[src/rtl/mc_ctrl_pkg.sv]
// Shared encodings for the multi-cycle MIPS control unit: FSM states,
// instruction classes, ALU function codes, RAM access sizes, opcodes,
// funct codes and datapath select values.
package mc_ctrl_pkg;

    typedef enum logic [4:0] {
        S_IF   = 5'd0,
        S_ID   = 5'd1,
        S_EX_R = 5'd2,
        S_EX_I = 5'd3,
        S_MA   = 5'd4,
        S_MR   = 5'd5,
        S_WB_L = 5'd6,
        S_MW   = 5'd7,
        S_WB_R = 5'd8,
        S_WB_I = 5'd9,
        S_BR   = 5'd10,
        S_J    = 5'd11,
        S_JAL  = 5'd12,
        S_JR   = 5'd13,
        S_TRAP = 5'd31
    } state_e;

    // Instruction classes produced by the decoder
    localparam logic [3:0] C_R    = 4'd0;
    localparam logic [3:0] C_JR   = 4'd1;
    localparam logic [3:0] C_ALUI = 4'd2;
    localparam logic [3:0] C_LD   = 4'd3;
    localparam logic [3:0] C_ST   = 4'd4;
    localparam logic [3:0] C_BEQ  = 4'd5;
    localparam logic [3:0] C_BNE  = 4'd6;
    localparam logic [3:0] C_J    = 4'd7;
    localparam logic [3:0] C_JAL  = 4'd8;
    localparam logic [3:0] C_ILL  = 4'd9;

    // ALU function codes
    localparam logic [3:0] ALU_ADD  = 4'd0;
    localparam logic [3:0] ALU_SUB  = 4'd1;
    localparam logic [3:0] ALU_AND  = 4'd2;
    localparam logic [3:0] ALU_OR   = 4'd3;
    localparam logic [3:0] ALU_XOR  = 4'd4;
    localparam logic [3:0] ALU_NOR  = 4'd5;
    localparam logic [3:0] ALU_SLT  = 4'd6;
    localparam logic [3:0] ALU_SLTU = 4'd7;
    localparam logic [3:0] ALU_SLL  = 4'd8;
    localparam logic [3:0] ALU_SRL  = 4'd9;
    localparam logic [3:0] ALU_SRA  = 4'd10;
    localparam logic [3:0] ALU_LUI  = 4'd11;

    // RAM access size / extension
    localparam logic [2:0] RAM_W  = 3'd0;
    localparam logic [2:0] RAM_HS = 3'd1;
    localparam logic [2:0] RAM_HU = 3'd2;
    localparam logic [2:0] RAM_BS = 3'd3;
    localparam logic [2:0] RAM_BU = 3'd4;

    // Opcodes
    localparam logic [5:0] OP_RTYPE = 6'h00;
    localparam logic [5:0] OP_J     = 6'h02;
    localparam logic [5:0] OP_JAL   = 6'h03;
    localparam logic [5:0] OP_BEQ   = 6'h04;
    localparam logic [5:0] OP_BNE   = 6'h05;
    localparam logic [5:0] OP_ADDIU = 6'h09;
    localparam logic [5:0] OP_SLTI  = 6'h0A;
    localparam logic [5:0] OP_SLTIU = 6'h0B;
    localparam logic [5:0] OP_ANDI  = 6'h0C;
    localparam logic [5:0] OP_ORI   = 6'h0D;
    localparam logic [5:0] OP_XORI  = 6'h0E;
    localparam logic [5:0] OP_LUI   = 6'h0F;
    localparam logic [5:0] OP_LB    = 6'h20;
    localparam logic [5:0] OP_LH    = 6'h21;
    localparam logic [5:0] OP_LW    = 6'h23;
    localparam logic [5:0] OP_LBU   = 6'h24;
    localparam logic [5:0] OP_LHU   = 6'h25;
    localparam logic [5:0] OP_SB    = 6'h28;
    localparam logic [5:0] OP_SH    = 6'h29;
    localparam logic [5:0] OP_SW    = 6'h2B;

    // R-type funct codes
    localparam logic [5:0] FN_SLL  = 6'h00;
    localparam logic [5:0] FN_SRL  = 6'h02;
    localparam logic [5:0] FN_SRA  = 6'h03;
    localparam logic [5:0] FN_SLLV = 6'h04;
    localparam logic [5:0] FN_SRLV = 6'h06;
    localparam logic [5:0] FN_SRAV = 6'h07;
    localparam logic [5:0] FN_JR   = 6'h08;
    localparam logic [5:0] FN_ADD  = 6'h20;
    localparam logic [5:0] FN_ADDU = 6'h21;
    localparam logic [5:0] FN_SUB  = 6'h22;
    localparam logic [5:0] FN_SUBU = 6'h23;
    localparam logic [5:0] FN_AND  = 6'h24;
    localparam logic [5:0] FN_OR   = 6'h25;
    localparam logic [5:0] FN_XOR  = 6'h26;
    localparam logic [5:0] FN_NOR  = 6'h27;
    localparam logic [5:0] FN_SLT  = 6'h2A;
    localparam logic [5:0] FN_SLTU = 6'h2B;

    // Datapath select values
    localparam logic [1:0] PC_SRC_ALU  = 2'd0;
    localparam logic [1:0] PC_SRC_AOUT = 2'd1;
    localparam logic [1:0] PC_SRC_JMP  = 2'd2;
    localparam logic [1:0] PC_SRC_RS   = 2'd3;
    localparam logic [1:0] REG_DST_RT  = 2'd0;
    localparam logic [1:0] REG_DST_RD  = 2'd1;
    localparam logic [1:0] REG_DST_RA  = 2'd2;
    localparam logic [1:0] M2R_AOUT    = 2'd0;
    localparam logic [1:0] M2R_MDR     = 2'd1;
    localparam logic [1:0] M2R_PC      = 2'd2;
    localparam logic [1:0] ALUB_B      = 2'd0;
    localparam logic [1:0] ALUB_4      = 2'd1;
    localparam logic [1:0] ALUB_SIMM   = 2'd2;
    localparam logic [1:0] ALUB_ZIMM   = 2'd3;

endpackage

[src/rtl/mc_ctrl_decode.sv]
// Instruction decoder: opcode/funct -> class, ALU function, RAM access size.
// Sub-word loads/stores are only recognised when MC_BYTE_ACCESS_EN is defined;
// otherwise they fall through to the illegal class and RAMCtrl stays 0.
module mc_ctrl_decode
    import mc_ctrl_pkg::*;
(
    input  logic [5:0] opcode,
    input  logic [5:0] funct,
    output logic [3:0] iclass,
    output logic       logic_imm,
    output logic [3:0] alu_op,
    output logic [2:0] ram_ctrl
);

    // Pure table lookup; everything not listed is illegal
    always_comb begin
        iclass    = C_ILL;
        logic_imm = 1'b0;
        alu_op    = ALU_ADD;
        ram_ctrl  = RAM_W;
        case (opcode)
            OP_RTYPE: begin
                iclass = (funct == FN_JR) ? C_JR : C_R;
                case (funct)
                    FN_SUB, FN_SUBU:  alu_op = ALU_SUB;
                    FN_AND:           alu_op = ALU_AND;
                    FN_OR:            alu_op = ALU_OR;
                    FN_XOR:           alu_op = ALU_XOR;
                    FN_NOR:           alu_op = ALU_NOR;
                    FN_SLT:           alu_op = ALU_SLT;
                    FN_SLTU:          alu_op = ALU_SLTU;
                    FN_SLL, FN_SLLV:  alu_op = ALU_SLL;
                    FN_SRL, FN_SRLV:  alu_op = ALU_SRL;
                    FN_SRA, FN_SRAV:  alu_op = ALU_SRA;
                    default:          alu_op = ALU_ADD;
                endcase
            end
            OP_ADDIU: iclass = C_ALUI;
            OP_SLTI:  begin iclass = C_ALUI; alu_op = ALU_SLT;  end
            OP_SLTIU: begin iclass = C_ALUI; alu_op = ALU_SLTU; end
            OP_ANDI:  begin iclass = C_ALUI; alu_op = ALU_AND; logic_imm = 1'b1; end
            OP_ORI:   begin iclass = C_ALUI; alu_op = ALU_OR;  logic_imm = 1'b1; end
            OP_XORI:  begin iclass = C_ALUI; alu_op = ALU_XOR; logic_imm = 1'b1; end
            OP_LUI:   begin iclass = C_ALUI; alu_op = ALU_LUI; end
            OP_LW:    iclass = C_LD;
            OP_SW:    iclass = C_ST;
            OP_BEQ:   begin iclass = C_BEQ; alu_op = ALU_SUB; end
            OP_BNE:   begin iclass = C_BNE; alu_op = ALU_SUB; end
            OP_J:     iclass = C_J;
            OP_JAL:   iclass = C_JAL;
`ifdef MC_BYTE_ACCESS_EN
            OP_LB:    begin iclass = C_LD; ram_ctrl = RAM_BS; end
            OP_LBU:   begin iclass = C_LD; ram_ctrl = RAM_BU; end
            OP_LH:    begin iclass = C_LD; ram_ctrl = RAM_HS; end
            OP_LHU:   begin iclass = C_LD; ram_ctrl = RAM_HU; end
            OP_SB:    begin iclass = C_ST; ram_ctrl = RAM_BS; end
            OP_SH:    begin iclass = C_ST; ram_ctrl = RAM_HS; end
`endif
            default:  iclass = C_ILL;
        endcase
    end

endmodule

[src/rtl/mc_ctrl_fsm.sv]
// Multi-cycle MIPS control FSM. The state register is the only flop; every
// datapath strobe/select is a combinational decode of state, inst, zero and
// mem_ready, forced to 0 while rst is low. Optional sub-word memory access is
// enabled with MC_BYTE_ACCESS_EN.
module mc_ctrl_fsm
    import mc_ctrl_pkg::*;
(
    input  logic        clk,
    input  logic        rst,
    input  logic [31:0] inst,
    input  logic        zero,
    input  logic        mem_ready,
    output logic [4:0]  state,
    output logic        pc_we,
    output logic        ir_we,
    output logic        reg_we,
    output logic        mem_r,
    output logic        mem_w,
    output logic        i_or_d,
    output logic        alu_src_a,
    output logic [1:0]  pc_src,
    output logic [1:0]  reg_dst,
    output logic [1:0]  mem_to_reg,
    output logic [1:0]  alu_src_b,
    output logic [3:0]  alu_op,
    output logic [2:0]  RAMCtrl,
    output logic        ill_inst
);

    state_e     state_q, state_d;
    logic [3:0] iclass;
    logic [3:0] dec_alu_op;
    logic [2:0] dec_ram;
    logic       logic_imm;
    logic       unused_inst;

    // Only opcode and funct steer control; the rest of IR is datapath-only
    assign unused_inst = ^inst[25:6];

    mc_ctrl_decode u_decode (
        .opcode    (inst[31:26]),
        .funct     (inst[5:0]),
        .iclass    (iclass),
        .logic_imm (logic_imm),
        .alu_op    (dec_alu_op),
        .ram_ctrl  (dec_ram)
    );

    // Next-state: memory states stall on mem_ready, TRAP is sticky
    always_comb begin
        state_d = state_q;
        case (state_q)
            S_IF:   if (mem_ready) state_d = S_ID;
            S_ID: begin
                case (iclass)
                    C_R:          state_d = S_EX_R;
                    C_JR:         state_d = S_JR;
                    C_ALUI:       state_d = S_EX_I;
                    C_LD, C_ST:   state_d = S_MA;
                    C_BEQ, C_BNE: state_d = S_BR;
                    C_J:          state_d = S_J;
                    C_JAL:        state_d = S_JAL;
                    default:      state_d = S_TRAP;
                endcase
            end
            S_EX_R: state_d = S_WB_R;
            S_EX_I: state_d = S_WB_I;
            S_MA:   state_d = (iclass == C_ST) ? S_MW : S_MR;
            S_MR:   if (mem_ready) state_d = S_WB_L;
            S_MW:   if (mem_ready) state_d = S_IF;
            S_WB_L, S_WB_R, S_WB_I, S_BR, S_J, S_JAL, S_JR: state_d = S_IF;
            S_TRAP: state_d = S_TRAP;
            default: state_d = S_IF;
        endcase
    end

    // State register, cleared asynchronously
    always_ff @(posedge clk or negedge rst) begin
        if (!rst) state_q <= S_IF;
        else      state_q <= state_d;
    end

    assign state = state_q;

    // Output decode; gating on rst kills an in-flight RAM access instantly
    always_comb begin
        pc_we      = 1'b0;
        ir_we      = 1'b0;
        reg_we     = 1'b0;
        mem_r      = 1'b0;
        mem_w      = 1'b0;
        i_or_d     = 1'b0;
        alu_src_a  = 1'b0;
        pc_src     = PC_SRC_ALU;
        reg_dst    = REG_DST_RT;
        mem_to_reg = M2R_AOUT;
        alu_src_b  = ALUB_B;
        alu_op     = ALU_ADD;
        RAMCtrl    = RAM_W;
        ill_inst   = 1'b0;
        if (rst) begin
            case (state_q)
                S_IF: begin
                    mem_r     = 1'b1;
                    alu_src_b = ALUB_4;
                    ir_we     = mem_ready;
                    pc_we     = mem_ready;
                end
                S_ID:   alu_src_b = ALUB_SIMM;
                S_EX_R: begin
                    alu_src_a = 1'b1;
                    alu_op    = dec_alu_op;
                end
                S_EX_I: begin
                    alu_src_a = 1'b1;
                    alu_src_b = logic_imm ? ALUB_ZIMM : ALUB_SIMM;
                    alu_op    = dec_alu_op;
                end
                S_MA: begin
                    alu_src_a = 1'b1;
                    alu_src_b = ALUB_SIMM;
                    RAMCtrl   = dec_ram;
                end
                S_MR: begin
                    mem_r   = 1'b1;
                    i_or_d  = 1'b1;
                    RAMCtrl = dec_ram;
                end
                S_WB_L: begin
                    reg_we     = 1'b1;
                    mem_to_reg = M2R_MDR;
                    RAMCtrl    = dec_ram;
                end
                S_MW: begin
                    mem_w   = 1'b1;
                    i_or_d  = 1'b1;
                    RAMCtrl = dec_ram;
                end
                S_WB_R: begin
                    reg_we  = 1'b1;
                    reg_dst = REG_DST_RD;
                end
                S_WB_I: reg_we = 1'b1;
                S_BR: begin
                    alu_src_a = 1'b1;
                    alu_op    = dec_alu_op;
                    pc_src    = PC_SRC_AOUT;
                    pc_we     = (iclass == C_BEQ) ? zero : ~zero;
                end
                S_J: begin
                    pc_we  = 1'b1;
                    pc_src = PC_SRC_JMP;
                end
                S_JAL: begin
                    pc_we      = 1'b1;
                    pc_src     = PC_SRC_JMP;
                    reg_we     = 1'b1;
                    reg_dst    = REG_DST_RA;
                    mem_to_reg = M2R_PC;
                end
                S_JR: begin
                    pc_we  = 1'b1;
                    pc_src = PC_SRC_RS;
                end
                S_TRAP: ill_inst = 1'b1;
                default: ;
            endcase
        end
    end

endmodule

[config.mk]
export PLATFORM = sky130hd
export DESIGN_NAME = mc_ctrl_fsm
export DESIGN_NICKNAME = d
export VERILOG_FILES = /design/src/rtl/mc_ctrl_pkg.sv /design/src/rtl/mc_ctrl_decode.sv /design/src/rtl/mc_ctrl_fsm.sv
export SDC_FILE = /design/constraint.sdc
export NUM_CORES = 1
export LEC_CHECK = 0
export ABC_CLOCK_PERIOD_IN_PS = 1800
export BUFFER_PORTS_ARGS = -buffer_cell sky130_fd_sc_hd__buf_4
export CAP_MARGIN = 40
export CORE_UTILIZATION = 45
export CTS_CLUSTER_DIAMETER = 150
export DETAILED_ROUTE_END_ITERATION = 8
export GPL_ROUTABILITY_DRIVEN = 1
export GPL_TIMING_DRIVEN = 0
export PLACE_DENSITY_LB_ADDON = 0.12
export SYNTH_ARGS = -nofsm -noshare
export SYNTH_HDL_FRONTEND = slang
export SYNTH_HIERARCHICAL = 1
export SYNTH_SLANG_ARGS = --single-unit
[constraint.sdc]
create_clock -name clk -period 1.8 [get_ports clk]
set_input_delay 0 -clock clk [delete_from_list [all_inputs] [get_ports clk]]
set_output_delay 0 -clock clk [all_outputs]
set_load 0.02 [all_outputs]
==> Word level (Yosys, flattened, before mapping) <==
Memories as Yosys holds them, arrays and structs flattened.
Index checks and enable logic that the tools add are counted.
{ "word_totals": {"mem_count": 2, "rom_bits": 336, "inputBits": 36, "output_inout_bits": 28, "regBits": 5, "word_cells": 88} }
{ "classes": {"n_bitwise": 1, "eq_ne": 33, "n_reduce_logical": 14, "mux": 37} }
{ "mem_list": {"columns": ["name", "words", "width", "rd", "rd_clocked_by_memory_dff", "wr", "line", "text"], "rows": [
  ["(name not given)", 64, 4, 1, 0, 0, "mc_ctrl_decode.sv:24", "case (funct)"],
  ["(name not given)", 16, 5, 1, 0, 0, "mc_ctrl_fsm.sv:55", "case (iclass)"]
]} }
{ "op_table": {"columns": ["operator", "count"], "rows": [
  ["$pmux 4 s8", 2],
  ["$eq 6x4->1 const B", 8],
  ["$pmux 5 s8", 1],
  ["$eq 5x4->1 const B", 6],
  ["$eq 5x3->1 const B", 4],
  ["$mux 1", 19],
  ["$mux 5", 3],
  ["$eq 6x2->1 const B", 2],
  ["$eq 6x3->1 const B", 2],
  ["$eq 6x6->1 const B", 2],
  ["$pmux 2 s3", 2],
  ["$eq 5x2->1 const B", 2],
  ["$mux 2", 5],
  ["$reduce_or 2->1", 5],
  ["$reduce_or 3->1", 3],
  ["$eq 4x3->1 const B", 2],
  ["$mux 4", 2],
  ["$pmux 2 s2", 2],
  ["$reduce_or 4->1", 2],
  ["$reduce_or 7->1", 1],
  ["$logic_not 6->1", 1],
  ["$ne 2x2->1 const B", 3],
  ["$eq 5x1->1 const B", 1],
  ["$eq 5x5->1 const B", 1],
  ["other kinds (4)", 4]
]} }

==> Logic depth before layout (Yosys ltp) <==
{ "depth": {"depth_word": 7, "depth_mapped": 11} }

==> By module <==
The synthesis kept the hierarchy.
{ "by_module_without_submodules": {"columns": ["mod", "area_per_inst_um2", "instances", "seq_area_each_um2", "cells_per_inst"], "rows": [
  ["mc_ctrl_fsm", 877.1, 1, 125.1, 122],
  ["mc_ctrl_decode", 415.4, 1, 0.0, 75]
]} }

==> Worst setup path after synthesis <==
Ideal clock, no wire load.
{ "synth_timing": {"path_type": "register to output", "from": "reg state_q[1], in the netlist state[1]", "to": "out reg_dst[1]", "path_stages_with_launch": 7, "path_buffers": 3, "arrival_ns": 2.023, "setup_slack_ns": -0.223, "t_required_ns": 1.800, "path_cell_list": "dfrtp_1 > buf_4 > buf_2 > inv_1 > nand2_1 > nor4_1 > buf_4"} }
{ "synth_via": {"elab_chain_cells": 3, "word_cells_on_any_way": 4, "cone_classes": "eq/ne: 2; mux: 2"} }
{ "synth_lines": {"columns": ["element", "line", "text"], "rows": [
  ["from (decl)", "mc_ctrl_fsm.sv:30", "state_e state_q, state_d;"],
  ["from (signal assigned)", "mc_ctrl_fsm.sv:80", "else state_q <= state_d;"],
  ["$eq 5x4->1", "mc_ctrl_fsm.sv:102", "case (state_q)"],
  ["$pmux 2 s2 (*)", "mc_ctrl_fsm.sv:102", null],
  ["$mux 2 (*)", "mc_ctrl_fsm.sv:101", "if (rst) begin"],
  ["to (decl)", "mc_ctrl_fsm.sv:22", "output logic [1:0] reg_dst,"]
]} }
Mark *: on every way between the ends. The rest lies on a longest branch, timed or not.

==> Worst setup path after layout <==
{ "layout_timing": {"from": "in inst[26]", "to": "out pc_we"} }
{ "layout_via": {"elab_chain_cells": 7, "word_cells_on_any_way": 20, "cone_classes": "eq/ne: 14; mux: 4; reduce/logical: 2"} }
{ "layout_lines": {"columns": ["element", "line", "text"], "rows": [
  ["from (decl)", "mc_ctrl_fsm.sv:10", "input logic [31:0] inst,"],
  ["$eq 6x4->1", "mc_ctrl_decode.sv:21", "case (opcode)"],
  ["$reduce_or 7->1 (no line)", null, null],
  ["$pmux 4 s8 (*)", "mc_ctrl_decode.sv:21", null],
  ["net iclass[2]", "mc_ctrl_fsm.sv:31", "logic [3:0] iclass;"],
  ["$eq 4x3->1 (*)", "mc_ctrl_fsm.sv:148", "pc_we = (iclass == C_BEQ) ? zero : ~zero;"],
  ["$mux 1 (*)", "mc_ctrl_fsm.sv:148", null],
  ["$pmux 1 s3 (*)", "mc_ctrl_fsm.sv:102", null],
  ["$mux 1 (*)", "mc_ctrl_fsm.sv:101", null],
  ["to (decl)", "mc_ctrl_fsm.sv:14", "output logic pc_we,"]
]} }
Mark *: on every way through the listed nets, which the timed path passes. The rest lies on a longest branch.

==> results list <==
- Biggest cell delay along the critical path: 0.32 ns
- Net count, final: 294
- Number of slew-limit violations in the final report: 0
- Dividing total power by cell area gives a power density of approximately 970 mW/mm2.
- Number of endpoints failing setup at the final stage: 1
* Cell accounting for the most synthesized area: dfrtp_1
* Post-detailed-route DRC marker count: 0
- Detailed-routing iteration count for the pre-antenna-repair pass: 4
* Worst Path Arrival: roughly 1.9 ns
- Setup repair after global routing could not meet its margin everywhere.
- The first routing iteration left 71 violations.
- Startpoint class of the critical path: primary input
* Worst endpoint required time: 1.80 ns
* Worst vdd ir: 1.06 mV
- After floorplanning, the core was sized to cover 0.00273 mm2.
* Share of final-layout standard cells stronger than drive strength 1: 0.385
* Routed via count divided by cell count: about 6
- Die height: 55.6 um
* CTS tree: built
- Of all nets on the critical path, the largest fanout is 10.
* H-tree lvl count: 1
* TritonCTS Sinks: 5
* Static Leakage: between 0.0008 and 0.0009 uW
- Buffers inserted during clock tree synthesis total 3.
- The final route contains ~1700 vias.
- The die is about 56 um wide.
- Port buffer count: 40
- Critical path, cell by cell: buf_4 > clkbuf_4 > nor3_1 > o21ai_0 > a21oi_2 > nor2b_4 > nand3_2 > a211o_1 > a211oi_4 > buf_6
- Vias in the first global route: about 1400
- Multi-input gate area: approximately 0.0012 mm2
- After floorplanning, the core was divided into 19 placement rows.
- Clock latency on the worst-skew pair, taken at its later pin, is around 0.25 ns.
- Timing would allow up to 539 MHz.
* Sequential area share after synthesis: 0.0968
* Synthesized cell area: around 0.0013 mm2
- Portion of the clock cycle consumed by the worst path in the final layout: 1.03
* Number of ports placed on the die boundary: 64
* Final worst-path setup slack: -0.0539 ns
- Averaged over all synthesized cells, the footprint is 6.56 um2.
- Kind of capture point of the worst setup path: output pin
- Max-Cap Viols: 0
- Final min period: between 1.5 and 2 ns
* Ant diodes: 0
- Initial antenna violation count: 0
- Unique masters post-synth: 47
* Overall track demand over capacity in global routing: 0.246
* Yosys synthesis warning count: 6
- The worst hold path belongs to the class in2async.
- Final-layout fill cell count: 240
* Proportion of register bits with asynchronous set or reset after synthesis: 1.00
- Prevailing post-synth register cell: dfrtp_1
- Dominant cells by area after synthesis: dfrtp_1, a21oi_1, nand2_1
- The detail route stage leaves a number of antenna-violating nets equal to 0.
* Number of flops mapped to enable cells by yosys: 0
- Summed over all layers, the global routing overflow is 0.
* Cells after Synth: 197
- The checks that failed: setup timing.
- The largest individual stage delay along the critical path comes from the cell a211o_1.
- On the final layout, the worst clock skew is approximately 0.0073 ns.
- Registers take 125 um2.
- Overall power: around 1800 uW
* Final sum of negative setup slack: -0.0539 ns
* Clock transition time at the flip-flop clock pins of the worst setup and hold paths: about 0.05 ns
- Once detailed placement completed, the half-perimeter wirelength came to 2630 um.
* Number of failing hold endpoints at the final stage: 0
- For this configuration, the core starts out at a cell density of 0.473.
- Flip-flop count of the largest register after layout: 5
- Kind of critical path: in2out
- Category of cells accounting for the largest share of critical-path delay: compound AO/OA/AOI/OAI gates
- Result of the run: finished with violations
- Final routed wirelength across all metal layers: between 3000 and 4000 um
- In this run the clock root is driven by a clkbuf_4.
- From synthesis to final layout, the design area changed by 46.9%.
* Sum of buffers and inverters on the critical path: 3
* WL/cell: roughly 13 um
* Area share of the leading cell type in the synthesized netlist: 0.0968
- Entering global routing, the biggest net connects 14 pins.
- Synthesis inferred 5 register bits.
- GPL Wtd Cong: 0.854
- Wire length of the first global-routing pass: 6230 um
- Number of buffers on the longest clock path: 2
* Floorplan die area: 0.00309 mm2
logic make-up after synthesis:
kind of cell | after synthesis | share of synthesized area
muxes | 2 | 0.0155
xor gates and xnor gates | 3 | 0.0203
DFF | 5 | 0.0968
other | 1 | 0.00290
adders and majority gates | 5 | 0.0484
AOI/OAI and AO/OA | 56 | 0.275
buffers and inverters | 24 | 0.0958
and+or+nand+nor | 101 | 0.445
path summary, 6_finish.rpt:
| check | to | depth (start not counted) | slack [ns] | start |
|---|---|---|---|---|
| setup / recovery | pc_we | 10 | -0.05 | inst[26] |
| hold / removal | state[0] | 2 | 0.13 | rst |
| setup reg to reg | state[1] | 5 | 0.29 | state[3] |
| hold reg to reg | state[4] | 3 | 0.71 | state[4] |
| max in group asynchronous | state[4] | 2 | 1.52 | rst |
| min in group clk | state[0] | 4 | 0.20 | mem_ready |
through the flow:
step | hold slack (ns) | utilization | cells | worst slack (ns) | area [um2]
after floorplan | -0.296 | - | 199 | 0.00931 | 1320
after global placement | -0.163 | 0.607 | 270 | -0.500 | 1660
after detailed placement | -0.165 | 0.607 | 270 | -0.507 | 1660
after CTS | 0.115 | 0.670 | 282 | -0.0891 | 1830
after global routing | 0.123 | 0.694 | 283 | -0.161 | 1900
final | 0.127 | 0.694 | 283 | -0.0539 | 1900
cells in the mapped netlist (2+ instances only):
cell / number
and3_1: 4
nand2b_1: 7
nor4_2: 3
a31oi_1: 5
inv_1: 7
nor3_1: 9
and2_1: 8
a21o_1: 5
nor2_1: 13
nand4_1: 3
a21oi_1: 15
nor4_1: 4
o21ai_0: 13
buf_2: 6
nand3b_1: 3
nand2_1: 19
nor2b_1: 8
ha_1: 5
xor2_1: 3
buf_4: 5
a211oi_2: 2
o211ai_1: 2
nor2_2: 2
dfrtp_1: 5
clkbuf_1: 5
o22ai_1: 5
or3_1: 2
mux2i_1: 2
nand3_1: 9
timing repair:
action,CTS,global route
gates resized for setup,25,18
hold buffers,1,0
setup endpoints to repair,4,12
setup buffers,7,1
endpoints found under the hold margin,5,0
pin swaps,10,9
gates cloned,0,0
layout make-up:
class / count / area share
buffer: 17 / 0.0679
clock buffer: 4 / 0.0138
inverter: 7 / 0.0138
multi-input combinational: 170 / 0.611
sequential: 5 / 0.0659
tap: 31 / 0.0204
timing repair buffer: 49 / 0.207
metal layers:
layer  global-route usage  vias up  wire (um)
met3               0.0465        8        264
li1                     -      820          -
met2                0.368       71       1690
met5                    0        -          0
met1                0.368      751       1750
met4               0.0500        0         48
power by group:
part,switching [uW],leakage [uW],internal (uW)
logic,897,0.000754,612
registers,51.2,0.0000658,159
clock network,46.6,0.0000150,83.9
layout by cell type (no fill, tap or decap), types with 4 or more instances in the layout:
master / netlist / routed
buf_4: 5 / 49
nand2_1: 19 / 18
a21oi_1: 15 / 13
nor2_1: 13 / 11
o21ai_0: 13 / 11
clkbuf_4: 0 / 9
nor3_1: 9 / 8
nand3_1: 9 / 8
and2_1: 8 / 8
nor2b_1: 8 / 7
nand2b_1: 7 / 7
o22ai_1: 5 / 5
inv_1: 7 / 5
a21o_1: 5 / 5
dfrtp_1: 5 / 5
and3_1: 4 / 4
No activity file was read; power rests on OpenSTA's default activity.
